`config.mk`:
```
export PLATFORM = sky130hd
export DESIGN_NAME = stop_watch_ctrl
export DESIGN_NICKNAME = d
export VERILOG_FILES = /design/src/rtl/stop_watch_ctrl.sv
export SDC_FILE = /design/constraint.sdc
export NUM_CORES = 1
export LEC_CHECK = 0
export ABC_CLOCK_PERIOD_IN_PS = 2000
export CAP_MARGIN = 20
export CORE_ASPECT_RATIO = 0.75
export CORE_MARGIN = 3
export CORE_UTILIZATION = 55
export CTS_CLUSTER_SIZE = 24
export DETAILED_ROUTE_END_ITERATION = 10
export PLACE_DENSITY = 0.82
export SYNTH_ARGS = -nofsm -noshare
export SYNTH_HDL_FRONTEND = slang
export SYNTH_SLANG_ARGS = --single-unit
```
`constraint.sdc`:
```
create_clock -name clk -period 2 [get_ports clk]
set_input_delay 0.3 -clock clk [delete_from_list [all_inputs] [get_ports clk]]
set_output_delay 0.3 -clock clk [all_outputs]
set_load 0.05 [all_outputs]
```
`src/rtl/stop_watch_ctrl.sv`:
```
`timescale 1ns/1ps
// stop_watch_ctrl: conditions the stopwatch front-panel buttons and sequences the BCD counter.
// Define STOP_WATCH_AUTOSTOP_EN to halt a down-count at 00:00 (DONE) instead of letting it wrap.
//
//   state | meaning
//   ------+------------------------------------------------------------
//   IDLE  | stopped, prescaler cleared; dir may be toggled
//   RUN   | prescaler counting, tick every TICK_DIV cycles
//   PAUSE | stopped, prescaler holds the partial period; dir may be toggled
//   DONE  | down-count reached zero; only clear or set leave

module stop_watch_ctrl #(
   parameter int TICK_DIV  = 100000,
   parameter int DB_CYCLES = 16,
   parameter int CW        = 17
) (
   input  logic       clk,
   input  logic       reset,
   input  logic       btn_start,
   input  logic       btn_clear,
   input  logic       btn_set,
   input  logic       btn_dir,
   input  logic       cnt_zero,
   output logic       cnt_clr,
   output logic       cnt_load,
   output logic       cnt_up,
   output logic       tick,
   output logic       running,
   output logic [1:0] state
);

   typedef enum logic [1:0] {
      S_IDLE  = 2'b00,
      S_RUN   = 2'b01,
      S_PAUSE = 2'b10,
      S_DONE  = 2'b11
   } state_t;

   localparam int            NB         = 4;
   localparam logic [CW-1:0] PRESC_LAST = CW'(TICK_DIV - 1);
   localparam logic [CW-1:0] DB_LAST    = CW'(DB_CYCLES - 1);

   // button index: 0 start, 1 clear, 2 set, 3 dir
   logic [NB-1:0] btn_raw;
   logic [NB-1:0] sync_1;
   logic [NB-1:0] sync_2;
   logic [NB-1:0] db_lvl;
   logic [NB-1:0] db_lvl_d;
   logic [NB-1:0] cmd;
   logic [CW-1:0] db_cnt [NB];

   assign btn_raw = {btn_dir, btn_set, btn_clear, btn_start};

   always_ff @(posedge clk) begin
      if (reset) begin
         sync_1   <= '0;
         sync_2   <= '0;
         db_lvl   <= '0;
         db_lvl_d <= '0;
         for (int i = 0; i < NB; i++) begin
            db_cnt[i] <= '0;
         end
      end else begin
         sync_1   <= btn_raw;
         sync_2   <= sync_1;
         db_lvl_d <= db_lvl;
         for (int i = 0; i < NB; i++) begin
            if (sync_2[i] != db_lvl[i]) begin
               if (db_cnt[i] == DB_LAST) begin
                  db_lvl[i] <= sync_2[i];
                  db_cnt[i] <= '0;
               end else begin
                  db_cnt[i] <= db_cnt[i] + 1'b1;
               end
            end else begin
               db_cnt[i] <= '0;
            end
         end
      end
   end

   assign cmd = db_lvl & ~db_lvl_d;

   state_t        st_q;
   state_t        st_base;
   state_t        st_nxt;
   logic [CW-1:0] presc_q;
   logic [CW-1:0] presc_nxt;
   logic          up_nxt;
   logic          clr_nxt;
   logic          load_nxt;
   logic          tick_raw;
   logic          tick_nxt;
   logic          autostop;

   always_comb begin
      st_base   = st_q;
      presc_nxt = presc_q;
      up_nxt    = cnt_up;
      clr_nxt   = 1'b0;
      load_nxt  = 1'b0;
      if (st_q == S_RUN) begin
         presc_nxt = (presc_q == PRESC_LAST) ? '0 : presc_q + 1'b1;
      end
      if (cmd[1]) begin
         clr_nxt   = 1'b1;
         st_base   = S_IDLE;
         presc_nxt = '0;
      end else if (cmd[2]) begin
         load_nxt  = 1'b1;
         up_nxt    = 1'b0;
         st_base   = S_IDLE;
         presc_nxt = '0;
      end else if (cmd[0]) begin
         case (st_q)
            S_IDLE: begin
               st_base   = S_RUN;
               presc_nxt = '0;
            end
            S_RUN:   st_base = S_PAUSE;
            S_PAUSE: st_base = S_RUN;
            default: ;
         endcase
      end else if (cmd[3] && (st_q == S_IDLE || st_q == S_PAUSE)) begin
         up_nxt = ~cnt_up;
      end
   end

   // tick is registered, so the decision is taken one edge early on the next prescaler value
   assign tick_raw = (st_base == S_RUN) && (presc_nxt == PRESC_LAST);

`ifdef STOP_WATCH_AUTOSTOP_EN
   // cnt_zero only moves on a counter edge, so its value now equals its value in the tick cycle
   assign autostop = tick_raw && !up_nxt && cnt_zero;
`else
   logic unused_cnt_zero;
   assign unused_cnt_zero = cnt_zero;
   assign autostop        = 1'b0;
`endif

   assign st_nxt   = autostop ? S_DONE : st_base;
   assign tick_nxt = tick_raw && !autostop;

   always_ff @(posedge clk) begin
      if (reset) begin
         st_q     <= S_IDLE;
         presc_q  <= '0;
         cnt_up   <= 1'b1;
         cnt_clr  <= 1'b1;
         cnt_load <= 1'b0;
         tick     <= 1'b0;
         running  <= 1'b0;
      end else begin
         st_q     <= st_nxt;
         presc_q  <= presc_nxt;
         cnt_up   <= up_nxt;
         cnt_clr  <= clr_nxt;
         cnt_load <= load_nxt;
         tick     <= tick_nxt;
         running  <= (st_nxt == S_RUN);
      end
   end

   assign state = st_q;

endmodule

```
# After elaboration in Yosys (flattened, before gate mapping)
# Memories as Yosys holds them, arrays and structs flattened.
# Index checks and enable logic that the tools add are counted.
totals:
  regBits: 40
  ram_bits: 68
  inputBits: 7
  out_inout_bits: 7
  elab_cells: 135
  n_memories: 1
memory_table:
  columns: ["name", "depth", "word_bits", "read_ports", "rd_ports_with_merged_regs", "write_ports", "line", "rtl"]
  rows:
  - ["db_cnt", 4, 17, 4, 0, 4, "50", "logic [CW-1:0] db_cnt [NB];"]
op_classes:
  addsub: 5
  n_eq_ne: 14
  n_mux: 73
  bitwise_logic: 16
  reduce_logical: 12
op_table:
  columns: ["operator", "n"]
  rows:
  - ["$mux 17", 18]
  - ["$add 17x1->17 const B", 5]
  - ["$eq 17x4->1 const B", 4]
  - ["$mux 1", 51]
  - ["$eq 17x17->1 const B", 2]
  - ["$or 1x1->1", 12]
  - ["$reduce_and 2->1", 4]
  - ["$mux 2", 3]
  - ["$and 4x4->4", 1]
  - ["$eq 2x1->1 const B", 2]
  - ["$ne 1x1->1", 4]
  - ["$not 4->4", 1]
  - ["$pmux 2 s2", 1]
  - ["$reduce_or 2->1", 2]
  - ["$reduce_and 3->1", 1]
  - ["$eq 2x2->1 const B", 1]
  - ["$logic_and 1x1->1", 2]
  - ["$logic_not 2->1", 1]
  - ["$ne 2x1->1 const B", 1]
  - ["$not 1->1", 2]
  - ["$reduce_bool 2->1", 1]
  - ["$logic_or 1x1->1", 1]

# Longest topological paths before layout
logic_depth:
  depth_word: 9
  depth_mapped: 8
  mapped_depth_nobuf: 7

# Worst setup path before layout
# No wires, ideal clock.
synth_timing:
  path_kind: "register -> register"
  start: "reg st_q[0], in the netlist state[0]"
  end: "reg tick"
  arrival_ns: 2.344
  slack_ns: -0.432
  stages_incl_launch_ff: 8
  path_buffers: 1
  path_cell_list: "dfxtp_1 > buf_4 > nand4b_4 > nor4_4 > nand3_2 > xor2_1 > or4_4 > a311oi_2"
synth_between:
  elab_chain_len: 8
synth_rtl:
  columns: ["element", "line", "rtl"]
  rows:
  - ["start, declared", "84", "state_t st_q;"]
  - ["start signal, assigned", "154", "st_q <= st_nxt;"]
  - ["$eq 2x1->1 (tied with other cells)", "102, 115", null]
  - ["$mux 17 or $reduce_or 2->1 (tied branches)", null, null]
  - ["$mux 17 or $pmux 2 s2 (tied branches)", "115", "case (st_q)"]
  - ["$mux 17 or $mux 2 (tied branches)", "114", "end else if (cmd[0]) begin"]
  - ["$mux 17 or $mux 2 (tied branches)", "109", "end else if (cmd[2]) begin"]
  - ["$mux 17 or $mux 2 (tied branches)", "105", "if (cmd[1]) begin"]
  - ["$eq 17x17->1 or $eq 2x1->1 (tied branches)", "130", "assign tick_raw = (st_base == S_RUN) && (presc_nxt == PRESC_LAST);"]
  - ["$logic_and 1x1->1 *", "130", null]
  - ["end signal, assigned", "159", "tick <= tick_nxt;"]
  - ["end, declared", "27", "output logic tick,"]
# Mark *: on every way between the ends. The rest lies on a longest branch, timed or not.
# A chain may end at the register's enable or synchronous reset.

# Worst setup path after layout
layout_timing:
  start: "reg presc_q[1]"
  end: "reg tick"
layout_between:
  elab_chain_len: 9
layout_rtl:
  columns: ["element", "line", "rtl"]
  rows:
  - ["start, declared", "87", "logic [CW-1:0] presc_q;"]
  - ["start signal, assigned", "155", "presc_q <= presc_nxt;"]
  - ["$add 17x1->17 or $eq 17x17->1 (tied branches)", "103", "presc_nxt = (presc_q == PRESC_LAST) ? '0 : presc_q + 1'b1;"]
  - ["$mux 17", "103", null]
  - ["$mux 17 *", "102", "if (st_q == S_RUN) begin"]
  - ["$mux 17", "115", null]
  - ["$mux 17 *", "114", null]
  - ["$mux 17 *", "109", null]
  - ["$mux 17 *", "105", null]
  - ["$eq 17x17->1 *", "130", null]
  - ["$logic_and 1x1->1 *", "130", null]
# Marks and branches as above.

==> flow_summary.json <==
{
  "outcome": "complete, but fails checks",
  "post_synth_num_cell_types": 51,
  "totalPowerFinal_w": 0.004774,
  "clk_network_pwr_share_pct": 44.1,
  "globalRouteOverflowTotal": 0,
  "synth_area_per_cell_sq_um": 10.10,
  "cts_tree": "built",
  "post_synth_and_or_nand_nor_area_fraction_pct": 26.94,
  "yosys_register_bits": 108,
  "cts-htree-levels": 3,
  "worst_ep_required_time_ps": 2250,
  "tritoncts.num_buffers": 9,
  "io_buffers": 12,
  "largest_family_of_logic_cells_by_synthesized_area": "simple AND/OR/NAND/NOR gates",
  "share_seq_of_total_power_pct": 52.2,
  "min_path_type": "reg -> reg",
  "min_period_ps": 2048,
  "element_type_at_the_critical_path_start": "flip-flop",
  "initial_antenna_violation_count": 0,
  "worst_skew_pair.late_latency_ps": 340,
  "drt_drc_violations_left": 0,
  "ff2ff_setup_slack_ps": -50,
  "fp.dieArea_sq_um": 10910,
  "criticalPathCategory": "reg -> reg",
  "worst_hold_path.num_cells": 1,
  "instances_no_fill": 776,
  "finalSetupViolations": 1,
  "final_antenna_net_count": 0,
  "synth.mux.area_fraction_pct": 1.551,
  "final_core_utilization_pct": 71.42,
  "timing.final.ws_setup_ps": -47.90,
  "maxCapViolations": 0,
  "hp-start": "sync_1[3]",
  "layout.filler_cells": 645,
  "clock_tree.buffer_depth": 2,
  "detail_route.wirelength_mm": 10.12,
  "post_drt_via_cell_ratio": 5.095,
  "initial_utilization_pct": 57.64,
  "synth.yosys.seq_area_share_pct": 53.41,
  "power.static_leakage_nw": 2.502,
  "timing_worst_slew_pin_value_ps": 549.7,
  "post_synth_fa_ha_maj_area_fraction_pct": 1.175,
  "num_vias": 3954,
  "critical_path.max_fanout": 4,
  "r2r.worst_path.cells": 8,
  "final-max-slew-violation-count": 0,
  "avgRoutedWirePerCell_um": 13.04,
  "critPathArrivalTime_ps": 2300,
  "final_nets": 655,
  "syn_area_sq_um": 5323,
  "dpl.hpwl_mm": 7.135,
  "hold_path_end": "sync_2[3]",
  "fraction_of_final_layout_cells_with_drive_strength_greater_than_1_pct": 12.96,
  "fmax_ghz": 0.4883,
  "synth_compound_area_share_pct": 3.268,
  "grt_start_max_net_pins": 19,
  "areal_power_density_over_the_cells_nw_per_um2": 723.9,
  "fin_crit_sh_pct": 102.4,
  "dp_slack_ps": -76.70,
  "diodes": 0,
  "worst_r2r_startpoint": "presc_q[1]",
  "irDropWorstVdd_uv": 556.1,
  "grt_pass1_wl_mm": 17.44,
  "floorplan.die.height_um": 91.20,
  "worstSetupEndpointType": "flip-flop",
  "coreArea_sq_um": 9234,
  "swShare_pct": 19.23,
  "drtPass1Iterations": 5,
  "synth-xor-area-share_pct": 11.85,
  "cts_root_buffer": "clkbuf_16",
  "post_cts_clock_slew_at_the_launch_and_capture_registers_of_the_worst_setup_and_hold_paths_ps": 70,
  "report.final.hold_viol_count": 0,
  "setup_repair_after_global_routing_missed_its_margin": "true",
  "groute.usage.overall_pct": 19.64,
  "pwr-share-comb_pct": 3.7,
  "design.portCount": 14,
  "critical_path.reg2reg.endpoint": "tick",
  "first_global_vias": 3952,
  "area_growth_syn_to_layout_pct": 23.91,
  "ys_warn_count": 0,
  "power.net_switching_w": 0.0009180,
  "synthesis.instances": 527,
  "finalClockSkew_ps": 6.778,
  "failed_checks": "setup timing",
  "globalplace.congestion": 0.8479,
  "place.detailed.instances": 756,
  "cts.sink_count": 108,
  "fin_setup_tns_ps": -47.90,
  "worst_slew_margin_rel_pct": 63.24,
  "hold_buffers": 0,
  "total_number_of_placement_rows": 30,
  "fp.dieW_um": 119.6,
  "cellInternalPower_w": 0.003856,
  "drt_iter0_drc": 265
}
-- final cells by class --
| class | count | area (sq um) | area share [%] |
|---|---|---|---|
| clock buffer | 11 | 232.7 | 3.529 |
| clock inverter | 5 | 123.9 | 1.878 |
| inverter | 7 | 26.28 | 0.3984 |
| multi-input combinational | 463 | 2708 | 41.05 |
| sequential | 108 | 2855 | 43.29 |
| tap | 128 | 160.2 | 2.428 |
| timing repair buffer | 54 | 489.2 | 7.418 |
-- routing by layer --
metal  part of all wire, %  GRT usage, %  up-vias  wire [um]
met5                     0             0        -          0
met4                  0.94         5.148        0         95
met3                   5.0         6.227        9        509
met2                    50         34.26       80       5087
met1                    44         23.59     1874       4424
li1                      -             -     1991          -
-- power by group through the flow --
stage | Clock [W] | Sequential (W) | Combinational (W)
after CTS | 0.00213 | 0.00249 | 0.000170
final | 0.00210 | 0.00249 | 0.000177
after global routing | 0.00222 | 0.00250 | 0.000201
after global placement | 0 | 0.00254 | 0.000164
after floorplan | 0 | 0.00253 | 0.000115
after detailed placement | 0 | 0.00254 | 0.000168
-- kinds of logic after synthesis --
group,Yosys count
xor+xnor,72
mux,8
compound gates,28
other cells,1
flops,108
buf+inv,23
fa+ha+maj,5
simple gates,282
-- critical path: stages, from the launching register on --
cell and delay (ps):
dfxtp_2 340, ha_4 170, nand3b_4 100, buf_6 120, nor3_1 40, a31oi_1 270
nand2_1 120, or4_4 540, a311oi_2 250
-- how the worst max path moves through the flow --
| stage | startpoint | endpoint | slack (ps) |
|---|---|---|---|
| global route | presc_q[1] | tick | -150 |
| floorplan | state[0] | tick | -50 |
| finish | presc_q[1] | tick | -50 |
| CTS | presc_q[0] | tick | -2 |
| detailed placement | presc_q[1] | tick | -80 |
| global placement | presc_q[1] | tick | 30 |
-- synthesized netlist by cell type (all sizes together) --
cell     count  area share [%]
a2111oi      1            0.16
a21oi        8            0.75
a221o        1            0.19
a22oi        1            0.14
a311oi       1            0.28
a31oi        1            0.12
a32o         1            0.19
and2         1            0.12
and2b        1            0.14
and3        12             1.4
and4         3            0.49
buf          2            0.24
clkbuf      14             1.0
conb         1           0.070
dfxtp       40              15
edfxtp      68              38
ha           5             1.2
inv          7            0.49
mux2         2            0.42
mux2i        6             1.1
nand2       44             3.1
nand2b       5            0.59
nand3       32             3.1
nand3b       3            0.49
nand4        8             1.2
nand4b       1            0.45
nand4bb      1            0.21
nor2       107             7.5
nor2b       19             2.2
nor3        15             1.4
nor4        11             1.9
nor4b        2            0.33
o21a         1            0.14
o21ai       11             1.0
o22ai        1            0.12
o31ai        1            0.14
or2          1            0.12
or2b         1            0.14
or3         12             1.4
or4          2            0.35
or4b         1            0.19
xnor2       30             4.9
xor2        42             6.9
-- timing repair --
item | in CTS | in global routing
buffers inserted | 3 | 1
pin swaps | 5 | 5
endpoints found under the setup margin | 1 | 21
resized for setup | 7 | 10
-- through the flow --
| stage | instance area [sq um] | hold WS (ps) |
|---|---|---|
| 2_1_floorplan | 5599 | 384.7 |
| 3_3_place_gp | 6138 | 416.2 |
| 3_5_place_dp | 6138 | 430.7 |
| 4_1_cts | 6549 | 447.7 |
| 5_1_grt | 6595 | 458.8 |
| 6_report | 6595 | 439.3 |
-- sequential cells by signal, summed over array words and instances, names as in the netlist --
signal / flops
db_lvl_d: 4
state: 2
cnt_clr: 1
sync_2: 4
db_cnt: 68
cnt_load: 1
cnt_up: 1
db_lvl: 4
sync_1: 4
running: 1
tick: 1
presc_q: 17
-- placed cells by master (no fill, tap or decap), types with 11 or more instances in the layout --
| master | count |
|---|---|
| buf_4 | 37 |
| clkdlybuf4s50_1 | 12 |
| conb_1 | 68 |
| dfxtp_1 | 34 |
| edfxtp_1 | 68 |
| nand2_1 | 44 |
| nand3_1 | 29 |
| nor2_1 | 106 |
| nor2b_1 | 19 |
| nor3_1 | 12 |
| or3_1 | 11 |
| xnor2_1 | 29 |
| xor2_1 | 42 |
Note: power is estimated with default switching activity, not from simulation.
